### src/rtl/regfile_pkg.sv
// Shared writeback definitions: default widths, source encodings and the zero-register index.
package regfile_pkg;

    localparam int DATA_W_DEF = 32;
    localparam int ADDR_W_DEF = 5;
    localparam int ZERO_REG   = 0;

    typedef enum logic {
        SRC_ALU = 1'b0,
        SRC_MEM = 1'b1
    } wb_src_e;

    // The requester that loses contention against the given winner.
    function automatic wb_src_e other_src(input wb_src_e src);
        return (src == SRC_ALU) ? SRC_MEM : SRC_ALU;
    endfunction

endpackage

### src/rtl/wb_grant.sv
// Combinational grant logic for the two writeback requesters; holds no state.
module wb_grant
    import regfile_pkg::*;
(
    input  logic    alu_valid,
    input  logic    mem_valid,
    input  logic    block,
    input  wb_src_e favour,
    output logic    alu_gnt,
    output logic    mem_gnt,
    output logic    contended
);

    always_comb begin
        // NOTE: every output gets a default before any branch, so no path leaves one unassigned and no latch is inferred.
        alu_gnt   = 1'b0;
        mem_gnt   = 1'b0;
        contended = alu_valid && mem_valid;
        if (!block) begin
            if (contended) begin
                alu_gnt = (favour == SRC_ALU);
                mem_gnt = (favour == SRC_MEM);
            end else begin
                alu_gnt = alu_valid;
                mem_gnt = mem_valid;
            end
        end
    end

endmodule

### src/rtl/regfile_wb_arbiter.sv
// Arbitrates ALU and load writebacks onto the single register-file write port.
// Define WB_ROUND_ROBIN_EN for an alternating priority pointer; otherwise MEM always wins contention.
module regfile_wb_arbiter
    import regfile_pkg::*;
#(
    parameter int DATA_W = DATA_W_DEF,
    parameter int ADDR_W = ADDR_W_DEF,
    parameter int CNT_W  = 16
) (
    input  logic              clk,
    input  logic              rst,
    input  logic              alu_valid,
    output logic              alu_ready,
    input  logic [ADDR_W-1:0] alu_addr,
    input  logic [DATA_W-1:0] alu_data,
    input  logic              mem_valid,
    output logic              mem_ready,
    input  logic [ADDR_W-1:0] mem_addr,
    input  logic [DATA_W-1:0] mem_data,
    input  logic              rf_busy,
    output logic              wr_en,
    output logic [ADDR_W-1:0] wr_addr,
    output logic [DATA_W-1:0] wr_data,
    output logic              wr_src,
    output logic [CNT_W-1:0]  conflict_cnt
);

    logic    alu_gnt;
    logic    mem_gnt;
    logic    contended;
    wb_src_e favour;

    logic              wr_en_d,        wr_en_q;
    logic [ADDR_W-1:0] wr_addr_d,      wr_addr_q;
    logic [DATA_W-1:0] wr_data_d,      wr_data_q;
    wb_src_e           wr_src_d,       wr_src_q;
    logic [CNT_W-1:0]  conflict_cnt_d, conflict_cnt_q;

`ifdef WB_ROUND_ROBIN_EN
    wb_src_e prio_d, prio_q;
    assign favour = prio_q;
`else
    assign favour = SRC_MEM;
`endif

    // Reset also blocks grants so neither requester sees ready while rst is high.
    wb_grant u_grant (
        .alu_valid (alu_valid),
        .mem_valid (mem_valid),
        .block     (rf_busy || rst),
        .favour    (favour),
        .alu_gnt   (alu_gnt),
        .mem_gnt   (mem_gnt),
        .contended (contended)
    );

    assign alu_ready = alu_gnt;
    assign mem_ready = mem_gnt;

    always_comb begin
        wr_en_d        = 1'b0;
        wr_addr_d      = wr_addr_q;
        wr_data_d      = wr_data_q;
        wr_src_d       = wr_src_q;
        conflict_cnt_d = conflict_cnt_q;

        if (mem_gnt) begin
            wr_en_d   = (mem_addr != ADDR_W'(ZERO_REG));
            wr_addr_d = mem_addr;
            wr_data_d = mem_data;
            wr_src_d  = SRC_MEM;
        end else if (alu_gnt) begin
            wr_en_d   = (alu_addr != ADDR_W'(ZERO_REG));
            wr_addr_d = alu_addr;
            wr_data_d = alu_data;
            wr_src_d  = SRC_ALU;
        end

        // Contention is counted even while the write port is busy.
        if (contended && (conflict_cnt_q != '1)) begin
            conflict_cnt_d = conflict_cnt_q + CNT_W'(1);
        end
    end

`ifdef WB_ROUND_ROBIN_EN
    always_comb begin
        prio_d = prio_q;
        if (contended && (alu_gnt || mem_gnt)) begin
            prio_d = other_src(prio_q);
        end
    end

    always_ff @(posedge clk or posedge rst) begin
        if (rst) begin
            prio_q <= SRC_ALU;
        end else begin
            prio_q <= prio_d;
        end
    end
`endif

    always_ff @(posedge clk or posedge rst) begin
        // NOTE: state updates use non-blocking assignments so every flop samples pre-edge values.
        if (rst) begin
            wr_en_q        <= 1'b0;
            wr_addr_q      <= '0;
            wr_data_q      <= '0;
            wr_src_q       <= SRC_ALU;
            conflict_cnt_q <= '0;
        end else begin
            wr_en_q        <= wr_en_d;
            wr_addr_q      <= wr_addr_d;
            wr_data_q      <= wr_data_d;
            wr_src_q       <= wr_src_d;
            conflict_cnt_q <= conflict_cnt_d;
        end
    end

    assign wr_en        = wr_en_q;
    assign wr_addr      = wr_addr_q;
    assign wr_data      = wr_data_q;
    assign wr_src       = wr_src_q;
    assign conflict_cnt = conflict_cnt_q;

endmodule

### config.mk
export PLATFORM = sky130hd
export DESIGN_NAME = regfile_wb_arbiter
export DESIGN_NICKNAME = d
export VERILOG_FILES = /design/src/rtl/regfile_pkg.sv /design/src/rtl/wb_grant.sv /design/src/rtl/regfile_wb_arbiter.sv
export SDC_FILE = /design/constraint.sdc
export NUM_CORES = 1
export LEC_CHECK = 0
export ABC_AREA = 1
export CORE_MARGIN = 5
export CORE_UTILIZATION = 38
export CTS_BUF_LIST = sky130_fd_sc_hd__clkbuf_2
export DETAILED_ROUTE_END_ITERATION = 8
export GPL_ROUTABILITY_DRIVEN = 0
export HOLD_SLACK_MARGIN = 0.05
export PLACE_DENSITY = 0.82
export SLEW_MARGIN = 20
export SYNTH_ARGS = -nofsm -noshare
export SYNTH_HDL_FRONTEND = slang
export SYNTH_HIERARCHICAL = 1
export SYNTH_SLANG_ARGS = --single-unit
### constraint.sdc
create_clock -name clk -period 1.6 [get_ports clk]
set_input_delay 0.32 -clock clk [delete_from_list [all_inputs] [get_ports clk]]
set_output_delay 0.32 -clock clk [all_outputs]
set_load 0.005 [all_outputs]
* After elaboration in Yosys (flattened, before gate mapping)
Cells that the tools add are included.
Storage, ports and cells: ROM bits 0, bits in latches 0, output and inout port bits 57, memories 0, word-level logic and storage cells 25, memory bits (writable) 0, flip-flop bits (word level) 55
Cells by class: shift operators 0, multipliers 0, add/subtract/negate cells 1, order comparisons 0, eq/ne operators 1, reduce and logical (&&, ||, !) cells 6, bitwise logic cells 0, muxes and demuxes 12, div/mod/pow operators 0
Operators with widths (count):
- 32-bit 2-to-1 mux | 2
- 16-bit by 1-bit adder with 16-bit output, second input constant | 1
- 16-bit inequality test, second input constant | 1
- 5-bit 2-to-1 mux | 2
- 5-bit nonzero test | 2
- 1-bit 2-to-1 mux | 8
- 1-bit logical AND | 2
- 2-bit nonzero test | 1
- 1-bit logical OR | 1

* Longest topological paths before layout
Gate-level depths: netlist (run 1).
depth after elaboration 5, depth in mapped cells 10

* By module
Netlist (run 1), hierarchy kept.
Modules (own cells, without submodules):
- regfile_wb_arbiter | cells each 357, area an instance 2718.9 um^2, instances 1
- wb_grant | cells each 11, area an instance 41.3 um^2, instances 1

* Worst setup path after synthesis (run 1)
Ideal clock, no wire load.
path type input to register, start input port rst, end register wr_data_q[19] (netlist: wr_data[19]), library setup time 0.124 ns, setup slack -0.095 ns, cell stages on the path 10, arrival 1.571 ns, cells stage by stage or2_2 > inv_1 > nand2_1 > nor2_1 > inv_1 > nand2_1 > clkinv_1 > buf_2 > nand2_1 > nand3_1
On the way: cells in the longest elaborated chain, start to end 3, elaborated cells between the ends (all ways) 5, those cells by class mux (3); reduce/logical (2)
RTL lines:
- from (decl) | RTL line regfile_wb_arbiter.sv:11 | input logic rst,
- 1-bit logical OR * | RTL line regfile_wb_arbiter.sv:50 | .block (rf_busy || rst),
- 1-bit 2-to-1 mux * | RTL line wb_grant.sv:19 | if (!block) begin
- via mem_ready | RTL line regfile_wb_arbiter.sv:17 | output logic mem_ready,
- 32-bit 2-to-1 mux / 2-bit nonzero test (equally long branches)
- to (signal assigned) | RTL line regfile_wb_arbiter.sv:113 | wr_data_q <= wr_data_d;
- to (decl) | RTL line regfile_wb_arbiter.sv:35 | logic [DATA_W-1:0] wr_data_d, wr_data_q;
The timed path passes the listed nets; every way through them passes the cells marked *. A chain may end at the register's enable or synchronous reset.

* Worst setup path in the final report (run 1)
start input port alu_valid, end register conflict_cnt_q[15] (netlist: conflict_cnt[15])
On the way: cells in the longest elaborated chain, start to end 2
RTL lines:
- from (decl) | RTL line regfile_wb_arbiter.sv:12 | input logic alu_valid,
- 1-bit logical AND | RTL line wb_grant.sv:18 | contended = alu_valid && mem_valid;
- via contended | RTL line regfile_wb_arbiter.sv:30 | logic contended;
- 1-bit logical AND | RTL line regfile_wb_arbiter.sv:80 | if (contended && (conflict_cnt_q != '1)) begin
- to (signal assigned) | RTL line regfile_wb_arbiter.sv:115 | conflict_cnt_q <= conflict_cnt_d;
- to (decl) | RTL line regfile_wb_arbiter.sv:37 | logic [CNT_W-1:0] conflict_cnt_d, conflict_cnt_q;
The timed path passes the listed nets, and every way through them passes these cells.

==> results of run 1 <==
## through the flow
step | TNS (ns) | instances
6_report | 0 | 648
2_1_floorplan | 0 | 369
3_5_place_dp | -27.13 | 614
4_1_cts | -0.000342 | 645
3_3_place_gp | -23.62 | 614
5_1_grt | 0 | 648
## kinds of logic after synthesis
| group | synth area share (%) |
|---|---|
| other | 0.136 |
| AO/OA/AOI/OAI | 2.90 |
| XOR/XNOR | 1.27 |
| adder cells (fa/ha/maj) | 0.453 |
| flip-flops | 49.9 |
| buffers and inverters | 6.12 |
| AND/OR/NAND/NOR | 39.3 |
## cells in the mapped netlist
master      n  area, µm²
nand2_1   176        661
dfrtp_1    55       1380
nand3_1    39        195
inv_1      28        105
nor2_1     18       67.6
buf_2       8       40.0
o21ai_0     7       35.0
nand4_1     4       25.0
clkbuf_1    3       11.3
nor2_2      3       18.8
nor2_4      3       33.8
o21ai_1     3       15.0
a22oi_1     2       15.0
nand3b_1    2       15.0
o211ai_1    2       15.0
xnor2_1     2       17.5
xor2_1      2       17.5
clkinv_1    1       3.75
clkinv_4    1       8.76
conb_1      1       3.75
ha_1        1       12.5
nand2_2     1       6.26
nand2_4     1       11.3
nand4_2     1       12.5
nor2_8      1       20.0
nor3_1      1       5.00
nor4_1      1       6.26
or2_2       1       6.26
## report_power, final
part	internal, mW	switching [mW]
Sequential	1.63	0.131
Combinational	0.744	0.557
Clock	0.105	0.403
## cell type report
class | instances | area share (%)
clock buffers | 6 | 0.653
multi-input cells | 273 | 27.6
clock inverters | 2 | 0.163
well taps | 99 | 2.69
flip-flops and latches | 55 | 30.0
inverters | 30 | 2.67
repair buffers | 183 | 36.3
## worst max path at each step
stage                                      start                           end  slack [ns]
floorplan                                    rst       wr_data[19]$_DFFE_PP0P_        0.01
global placement                             rst                     alu_ready       -0.62
detailed placement                           rst                     mem_ready       -0.65
CTS                  conflict_cnt[0]$_DFFE_PP0P_  conflict_cnt[15]$_DFFE_PP0P_     -0.0003
global route        conflict_cnt[13]$_DFFE_PP0P_  conflict_cnt[11]$_DFFE_PP0P_       0.003
finish                                 alu_valid  conflict_cnt[15]$_DFFE_PP0P_        0.08
## registers in the layout, indices dropped and copies added, names as in the netlist
register	count
conflict_cnt	16
wr_addr	5
wr_data	32
wr_en	1
wr_src	1
## metal layers
metal	up-vias	share of wire [%]
li1	1506	-
met4	0	1.7
met2	113	50
met3	15	7.8
met5	-	0
met1	1364	41
## worst min-delay path, stage by stage
cell and delay [ns]:
dlygate4sd2_1 0.24, buf_4 0.13, clkinvlp_4 0.07, buf_12 0.25
## timing repair
item                                    CTS  global route
buffers inserted                         23             3
pin swaps                                 3             3
endpoints found under the setup margin   91            54
cloned                                    0             0
gates resized for setup                  74            10
==> reports/summary.txt, run 1 <==
Leak = 2.37 nW
vias in the first global route = 3037
wire length per cell = 12.9 µm
fin crit period = 1.52 ns
DP Worst Slack = -0.654 ns
Crit Path Category = input pin to register
Die X-Extent = 95.2 µm
Final ANT Viol Nets = 0
cell row count = 31
Clock Latency Late Sink = 0.42 ns
met3 usage = 5.21%
RR Endpoint = conflict_cnt[0]$_DFFE_PP0P_
Setup violations, final = 0
ant diodes = 0
share of cells above drive strength 1 = 14.6%
Storage cell area = 1380 µm²
post-synthesis sequential area ratio = 49.9%
CTS sink cnt = 55
drt pass-1 iters = 4
Reg clk slew, reported paths = 0.25 ns
DRC viols = 0
Die Area = 9070 µm²
total CTS buffers = 5
status = finished clean
pin count of the biggest net entering global routing = 56
Synth cell types = 28
busiest grt layer = met2
Mapped Cells = 368
dpl hpwl = 6490 µm
first-pass GRT wire length = 13600 µm
Longest Clk Path Bufs = 2
Final Power = 3.57 mW
crit start category = input pin
placed cell areas = 4400 µm²
Post-CTS Hold Buffers = 0
grt ovf = 0
CP bufs+invs = 4
CTS tree = done
Arrival @ worst endpoint = 1.92 ns
overall global routing resource usage = 19.0%
FILL cells = 628
antenna violations before repair = 0
met2 Track Usage GR = 31.8%
CP max FO = 3
part of the cycle the worst path needs = 95.2%
Slew Limit Fails = 0
Mean Syn Cell Area = 7.50 µm²
slowest CP cell = clkdlybuf4s50_1
Initial DRC Count = 121
CP cell instances = clkdlybuf4s50_1, buf_4, nand2_1, inv_1, nand2_1, nor2_1, nand2_1, nor2_1, nand2_1, nand2_1, nand2_1, inv_1
most frequent cells in the layout = nand2_1, clkdlybuf4s50_1, dlygate4sd2_1
most common cell after layout, fill and taps aside = nand2_1
Crit path depth = 12
endpoint class of the critical path = register
Starting Density = 38.5%
Core ar. = 7180 µm²
GR Util met1 = 23.8%
count of state elements after synthesis = 55
RSZ-0062 raised after global routing = no
htree depth = 2
Cell Pwr Density = 777 nW/µm²
Die Y = 95.2 µm
worst r2r src = conflict_cnt[0]$_DFFE_PP0P_
fin worst setup slack = 0.0761 ns
crit-path leading delay family = buffers and inverters
mapped cell area = 2760 µm²
fin area = 4600 µm²
final wirelength = 8370 µm
slowest stage delay, CP = 0.56 ns
peak supply drop = 0.367 mV
num ports = 136
Final Util = 64.1%
Critical Path RT = 1.99 ns
Fin. Hold Viols = 0
Hold WC Path Type = input pin to asynchronous set/reset pin
final hold slack = 0.166 ns
warnings from Yosys = 6
most frequent CP cell = nand2_1
multi-input logic area = 1270 µm²
via density per instance = 4.63
MaxCap Viol Count = 0
Fmax = 0.656 GHz
P&R area growth vs syn = 66.6%
Clock Tree Root = clkbuf_2
Nets = 628
worst reg2reg setup slack = 0.12 ns
clk_skew = 0.00360 ns
via count = 2998
Port Buffers = 135
Reg2Reg Depth = 10
(Power assumes the default switching activity.)
==> inputs of run 2 (changes only) <==
--- a/config.mk
+++ b/config.mk
@@ -13,6 +13,7 @@
 export GPL_ROUTABILITY_DRIVEN = 0
 export HOLD_SLACK_MARGIN = 0.05
 export PLACE_DENSITY = 0.82
+export SKIP_LAST_GASP = 1
 export SLEW_MARGIN = 20
 export SYNTH_ARGS = -nofsm -noshare
 export SYNTH_HDL_FRONTEND = slang
==> results of run 2 <==
No change in the layout: final DEF, timing and power equal those of run 1.
